<file path="src/rtl/accel_frame_scheduler.sv">
// Sequences X/Y/Z reads from an accelerometer reader and streams each sample set as a byte frame.
// Optional build macro FRAME_CHECKSUM_EN appends an XOR checksum of the six sample bytes.
module accel_frame_scheduler #(
    parameter logic [19:0] TIMEOUT_CYCLES = 20'd100000,
    parameter logic [7:0]  HEADER_BYTE    = 8'hA5
) (
    input  logic        CLK_50,
    input  logic        iRSTN,
    input  logic        iENABLE,
    output logic [2:0]  oDIMENSION,
    output logic        oRD_REQ,
    input  logic        iRD_DONE,
    input  logic [15:0] iDATA,
    output logic [7:0]  oTX_DATA,
    output logic        oTX_VALID,
    input  logic        iTX_READY,
    output logic        oBUSY,
    output logic        oTIMEOUT,
    output logic [7:0]  oFRAME_CNT
);

`ifdef FRAME_CHECKSUM_EN
    localparam logic [2:0] LAST_IDX = 3'd7;
`else
    localparam logic [2:0] LAST_IDX = 3'd6;
`endif

    typedef enum logic [1:0] {S_IDLE, S_REQ, S_WAIT, S_TX} state_t;

    state_t      state;
    logic [1:0]  axis;
    logic [15:0] sample_x;
    logic [15:0] sample_y;
    logic [15:0] sample_z;
    logic [19:0] wait_cnt;
    logic [2:0]  byte_idx;
    logic [2:0]  next_idx;
    logic [7:0]  next_byte;
    logic [15:0] capture;
    logic        wait_done;
    logic        timed_out;

`ifdef FRAME_CHECKSUM_EN
    logic [7:0] checksum;
    assign checksum = sample_x[7:0] ^ sample_x[15:8] ^ sample_y[7:0] ^
                      sample_y[15:8] ^ sample_z[7:0] ^ sample_z[15:8];
`endif

    assign oBUSY    = (state != S_IDLE);
    assign next_idx = byte_idx + 3'd1;

    // A real answer on the terminal count wins over the timeout.
    always_comb begin
        wait_done = 1'b0;
        timed_out = 1'b0;
        capture   = iDATA;
        if (iRD_DONE) begin
            wait_done = 1'b1;
        end else if (wait_cnt == TIMEOUT_CYCLES - 20'd1) begin
            wait_done = 1'b1;
            timed_out = 1'b1;
            capture   = 16'h0000;
        end
    end

    always_comb begin
        next_byte = HEADER_BYTE;
        case (next_idx)
            3'd1: next_byte = sample_x[7:0];
            3'd2: next_byte = sample_x[15:8];
            3'd3: next_byte = sample_y[7:0];
            3'd4: next_byte = sample_y[15:8];
            3'd5: next_byte = sample_z[7:0];
            3'd6: next_byte = sample_z[15:8];
`ifdef FRAME_CHECKSUM_EN
            3'd7: next_byte = checksum;
`endif
            default: next_byte = HEADER_BYTE;
        endcase
    end

    always_ff @(posedge CLK_50 or negedge iRSTN) begin
        if (!iRSTN) begin
            state      <= S_IDLE;
            axis       <= 2'd0;
            oDIMENSION <= 3'd0;
            oRD_REQ    <= 1'b0;
            oTX_DATA   <= 8'd0;
            oTX_VALID  <= 1'b0;
            oTIMEOUT   <= 1'b0;
            oFRAME_CNT <= 8'd0;
            sample_x   <= 16'd0;
            sample_y   <= 16'd0;
            sample_z   <= 16'd0;
            wait_cnt   <= 20'd0;
            byte_idx   <= 3'd0;
        end else begin
            case (state)
                S_IDLE: begin
                    if (iENABLE) begin
                        state      <= S_REQ;
                        axis       <= 2'd0;
                        oDIMENSION <= 3'd0;
                        oRD_REQ    <= 1'b1;
                    end
                end
                S_REQ: begin
                    oRD_REQ  <= 1'b0;
                    wait_cnt <= 20'd0;
                    state    <= S_WAIT;
                end
                S_WAIT: begin
                    if (wait_done) begin
                        case (axis)
                            2'd0:    sample_x <= capture;
                            2'd1:    sample_y <= capture;
                            default: sample_z <= capture;
                        endcase
                        if (timed_out) begin
                            oTIMEOUT <= 1'b1;
                        end
                        if (axis == 2'd2) begin
                            state     <= S_TX;
                            byte_idx  <= 3'd0;
                            oTX_DATA  <= HEADER_BYTE;
                            oTX_VALID <= 1'b1;
                        end else begin
                            axis       <= axis + 2'd1;
                            oDIMENSION <= {1'b0, axis + 2'd1};
                            oRD_REQ    <= 1'b1;
                            state      <= S_REQ;
                        end
                    end else begin
                        wait_cnt <= wait_cnt + 20'd1;
                    end
                end
                S_TX: begin
                    // oTX_VALID is always high here, so READY alone marks a handshake.
                    if (iTX_READY) begin
                        if (byte_idx == LAST_IDX) begin
                            oTX_VALID  <= 1'b0;
                            oFRAME_CNT <= oFRAME_CNT + 8'd1;
                            if (iENABLE) begin
                                state      <= S_REQ;
                                axis       <= 2'd0;
                                oDIMENSION <= 3'd0;
                                oRD_REQ    <= 1'b1;
                            end else begin
                                state <= S_IDLE;
                            end
                        end else begin
                            byte_idx <= next_idx;
                            oTX_DATA <= next_byte;
                        end
                    end
                end
                default: state <= S_IDLE;
            endcase
        end
    end

endmodule

</file>
<file path="config.mk">
export PLATFORM = sky130hd
export DESIGN_NAME = accel_frame_scheduler
export DESIGN_NICKNAME = d
export VERILOG_FILES = /design/src/rtl/accel_frame_scheduler.sv
export SDC_FILE = /design/constraint.sdc
export NUM_CORES = 1
export LEC_CHECK = 0
export CAP_MARGIN = 20
export CORE_MARGIN = 2
export CORE_UTILIZATION = 48
export CTS_CLUSTER_SIZE = 30
export DETAILED_ROUTE_END_ITERATION = 7
export PLACE_DENSITY = 0.77
export REMOVE_ABC_BUFFERS = 1
export SETUP_SLACK_MARGIN = 0.02
export SYNTH_ARGS = -nofsm -noshare
export SYNTH_HDL_FRONTEND = slang
export SYNTH_SLANG_ARGS = --single-unit
</file>
<file path="constraint.sdc">
create_clock -name CLK_50 -period 4.46 [get_ports CLK_50]
set_input_delay 0.669 -clock CLK_50 [delete_from_list [all_inputs] [get_ports CLK_50]]
set_output_delay 0.669 -clock CLK_50 [all_outputs]
set_load 0.1 [all_outputs]
</file>
**Yosys cells after proc, flatten, opt, wreduce, memory -nomap -nowiden**

Index checks and enable logic that the tools add are counted.

- Memory bits (read-only): 0
- Register bits: 97
- Input port bits: 21
- Latch bits: 0
- Logic and storage cells: 105
- Memories: 0
- Output and inout port bits: 23
- Memory bits (writable): 0

- Shift operators: 0
- Reduce and logical (&&, ||, !) cells: 18
- Multipliers: 0
- Muxes and demuxes: 48
- Add/sub/neg operators: 4
- Equality and inequality tests: 21
- Div/mod/pow operators: 0
- Order comparisons: 0
- Bitwise operators: 1

Operators with widths:

| cell | number |
|---|---|
| case mux 8 bit (6 select lines) | 1 |
| case mux 20 bit (2 select lines) | 1 |
| 2-to-1 mux 16 bit | 2 |
| 2-to-1 mux 8 bit | 4 |
| 2-to-1 mux 3 bit | 9 |
| adder 20 x 1 -> 20 bit, second input constant | 1 |
| == test 20 x 17 -> 1 bit, second input constant | 1 |
| 2-to-1 mux 2 bit | 10 |
| 2-to-1 mux 20 bit | 1 |
| != test 2 bit, second input constant | 8 |
| case mux 8 bit (2 select lines) | 1 |
| AND reduction 3 bit | 5 |
| AND reduction 5 bit | 3 |
| 2-to-1 mux 1 bit | 13 |
| == test 3 bit, second input constant | 4 |
| case mux 3 bit (3 select lines) | 1 |
| adder 8 x 1 -> 8 bit, second input constant | 1 |
| case mux 2 bit (4 select lines) | 1 |
| AND reduction 4 bit | 2 |
| == test 2 bit, second input constant | 3 |
| == test 3 x 2 -> 1 bit, second input constant | 2 |
| case mux 2 bit (3 select lines) | 1 |
| case mux 3 bit (2 select lines) | 1 |
| nonzero test 2 bit | 3 |
| 11 further kinds | 13 |

**Depth between registers and ports, before layout**

- Depth after elaboration: 6
- Gate-level depth with buffers: 8
- Depth with buffers taken out: 7

**Worst setup path after synthesis**

Ideal clock, no wire load.

- Kind: register to register
- Start point: register oDIMENSION[0] (netlist name)
- End point: register sample_z[10]
- Data required time: 4.394 ns
- Clock period less this slack: 2.508 ns
- Library setup time: 0.066 ns
- Path buffers: 2
- Arrival: 2.442 ns
- Path slack: 1.952 ns
- Cell stages (with the launch flop): 8
- Cells stage by stage: dfrtp_1 inv_1 ha_1 nor2_1 and2_1 clkbuf_1 clkbuf_1 a22o_1

RTL lines:

| what | line | text |
|---|---|---|
| to (signal assigned) | 117 | `default: sample_z <= capture;` |
| to (decl) | 34 | `logic [15:0] sample_z;` |

**Worst setup path after layout**

- Start point: register state[0]
- End point: output oBUSY

- Word-level cells in the longest chain between the ends: 1

Ends and longest elaborated chain:

| what | line | text |
|---|---|---|
| from (decl) | 30 | `state_t state;` |
| from (signal assigned) | 84 | `state <= S_IDLE;` |
| from (signal assigned) | 101 | `state <= S_REQ;` |
| from (signal assigned) | 110 | `state <= S_WAIT;` |
| nonzero test 2 bit | 49 | `assign oBUSY = (state != S_IDLE);` |
| to (decl) | 17 | `output logic oBUSY,` |

Every way passes these cells.

==> run summary <==
Status: finished, final reports clean
EDFF count, synth: 0
R2r setup slk: 1640 ps
Postcts setup bufs: 0
Gr ovfl total: 0
Clock Skew: 16.3 ps
Clk Latency, worst-skew pair: 370 ps
Avg Vias per Cell: 6.15
Synth-to-Final Area Change: 14.7%
CTS tree: built
Period minus WS final: 2960 ps
Synthesized area per cell: 11.6 sq um
Yosys Warn Count: 0
First-pass GRT wire length: 17400 um
Worst Hold Class: in -> async
Tightest Pin Transition: 974 ps
Vias post-DR: 3472
Flops & latches, synth: 94
Final setup TNS: 0 ps
N_diodes: 0
Post-synthesis cell type with the largest combined area: dfrtp_1
Seq/Total Area, Yosys: 0.509
CTS H-tree lvls: 3
Period utilisation layout: 0.665
Fin nets: 467
Area post-placement: 5100 sq um
Netlist cell types: 56
Routed len/inst: 18.5 um
Antenna viol nets, final: 0
Worst setup margin: 1500 ps
Largest net degree at the start of global routing: 60
Setup crit end kind: primary output
Synth Flop Type: dfrtp_1
Top cells by area, synth: dfrtp_1, a22o_1, ha_1, a222oi_1, mux2_2
CORE AREA: 9280 sq um
Initial Utilization: 0.498
Iter 0 DRT Violations: 277
FP Rows: 35
Highest clock rate: 337 MHz
Total die area: 10400 sq um
Clock-pin transition on the worst setup and hold timing paths: 100 ps
CTS Buf Count: 9
PD cells: 631 nW/um^2
Vias in the first global route: 3448
Final instance area: 5300 sq um
Share of layout cells above drive strength 1: 0.108
Critical Path RT: 3790 ps
Detailed-route wire length: 10400 um
Worst-path fanout max: 5
Most frequent cells in the layout: dfrtp_1, a22o_1, clkdlybuf4s50_1
Detailed Routing Iterations Pass 1: 6
Final setup viols: 0
Commonest non-fill, non-tap cell in the layout: dfrtp_1
Startpoint class of the critical path: flip-flop
Hpwl dp: 6970 um
Rel. slew slack: 0.348
MaxCap Viol Count: 0
CTS max path bufs: 2
IO Port Bufs: 42
Clock root buffer: clkbuf_8
Post-CTS Hold Buffers: 0
Synth Cell Area: 4620 sq um
Initial antenna violation count: 0
Die Y-Extent: 102 um
Hold Vio Cnt, Final: 0
Post-Syn Instances: 398
FFs w/ async S/R, synth: 1.00
Maximum VDD drop: 0.472 mV
Tot GR Track Use: 0.213
Post-place setup slack: 1690 ps
Final Max Tran Viols: 0
Static Leak: 0.00228 uW
Cts repair resizes: 0
RD Place Congestion: 0.809
Number of remaining DRC errors: 0
Critical Path AT: 2290 ps
Critical path class: reg -> out
Synth top area share: 0.509
I/O Pins: 44
Die width: 102 um
CTS Sinks: 94
RSZ-0062 raised after global routing: no
[synthesized netlist by cell type, types with 2 or more instances]
cell,instances
nor3_1,7
nor2_1,18
a21o_1,4
or4_1,2
dfrtp_1,94
o211ai_1,2
a31oi_1,5
buf_2,6
o31ai_1,2
xnor2_1,11
or3_1,3
mux2_2,11
and2_1,2
xor2_1,3
nand3_4,3
clkbuf_1,11
a22o_1,51
nand4_1,15
nand2_1,24
inv_1,14
mux2i_1,12
a222oi_1,14
a21oi_1,12
nand3_1,11
a211oi_1,2
o21ai_0,3
buf_6,3
a22oi_1,2
nor2b_1,2
a32o_1,3
and3_1,5
and4_1,3
ha_1,15
[critical path, cell delays in order, from the launching register on]
cell and delay, ps:
dfrtp_1 420, inv_1 110, ha_1 230, inv_1 60
clkdlybuf4s50_1 1120
[path summary, 6_finish.rpt]
kind                                     from            end  depth (start not counted)
worst max register to register       state[0]   wait_cnt[17]                          6
min in group CLK_50             oFRAME_CNT[7]  oFRAME_CNT[7]                          1
worst max-delay path                 state[0]          oBUSY                          4
worst min-delay path                    iRSTN    sample_x[4]                          1
max in group asynchronous               iRSTN   wait_cnt[17]                          2
worst min register to register  oFRAME_CNT[7]  oFRAME_CNT[7]                          1
[logic make-up (layout without fill, tap and decap cells)]
kind of cell	Yosys count	count (layout)	share of synthesized area
XOR/XNOR	14	14	0.0265
buffers and inverters	36	74	0.0365
AO/OA/AOI/OAI	111	111	0.199
adder cells (fa/ha/maj)	15	15	0.0406
multiplexers	23	23	0.0528
other	1	1	0.000811
AND/OR/NAND/NOR	104	104	0.135
flip-flops	94	94	0.509
[flip-flops by register name, indices dropped and copies added, names as in the netlist]
name        flops
byte_idx        3
oDIMENSION      2
oFRAME_CNT      8
oRD_REQ         1
oTIMEOUT        1
oTX_DATA        8
oTX_VALID       1
sample_x       16
sample_y       16
sample_z       16
state           2
wait_cnt       20
[per-layer routing]
| layer | wire [um] | up-vias | global-route usage |
|---|---|---|---|
| met5 | 0 | - | 0 |
| met4 | 106 | 0 | 0.0503 |
| met3 | 613 | 11 | 0.0445 |
| met2 | 4930 | 118 | 0.337 |
| met1 | 4790 | 1751 | 0.304 |
| li1 | - | 1592 | - |
[report_power, final]
part / internal (uW) / total, uW / leakage, uW / switching [uW]
sequential: 1110 / 1290 / 0.00123 / 177
clock: 223 / 566 / 0.000103 / 342
combinational: 554 / 1490 / 0.000945 / 934
total: 1890 / 3340 / 0.00228 / 1450
[layout make-up]
cell class / instances / area (sq um)
fill: 796 / 3980
sequential: 94 / 2350
multi-input combinational: 268 / 2100
timing repair buffer: 44 / 433
tap: 129 / 161
clock buffer: 9 / 124
clock inverter: 7 / 76.3
inverter: 14 / 52.6
[per-stage QoR]
stage | utilization | total power, uW | hold WS, ps | std cells
global route | 0.571 | 3530 | 406 | 565
detailed placement | 0.549 | 2780 | 453 | 549
finish | 0.571 | 3340 | 354 | 565
CTS | 0.571 | 3360 | 374 | 565
global placement | 0.549 | 2740 | 460 | 549
floorplan | - | 2390 | 373 | 376
(Power assumes the default switching activity.)
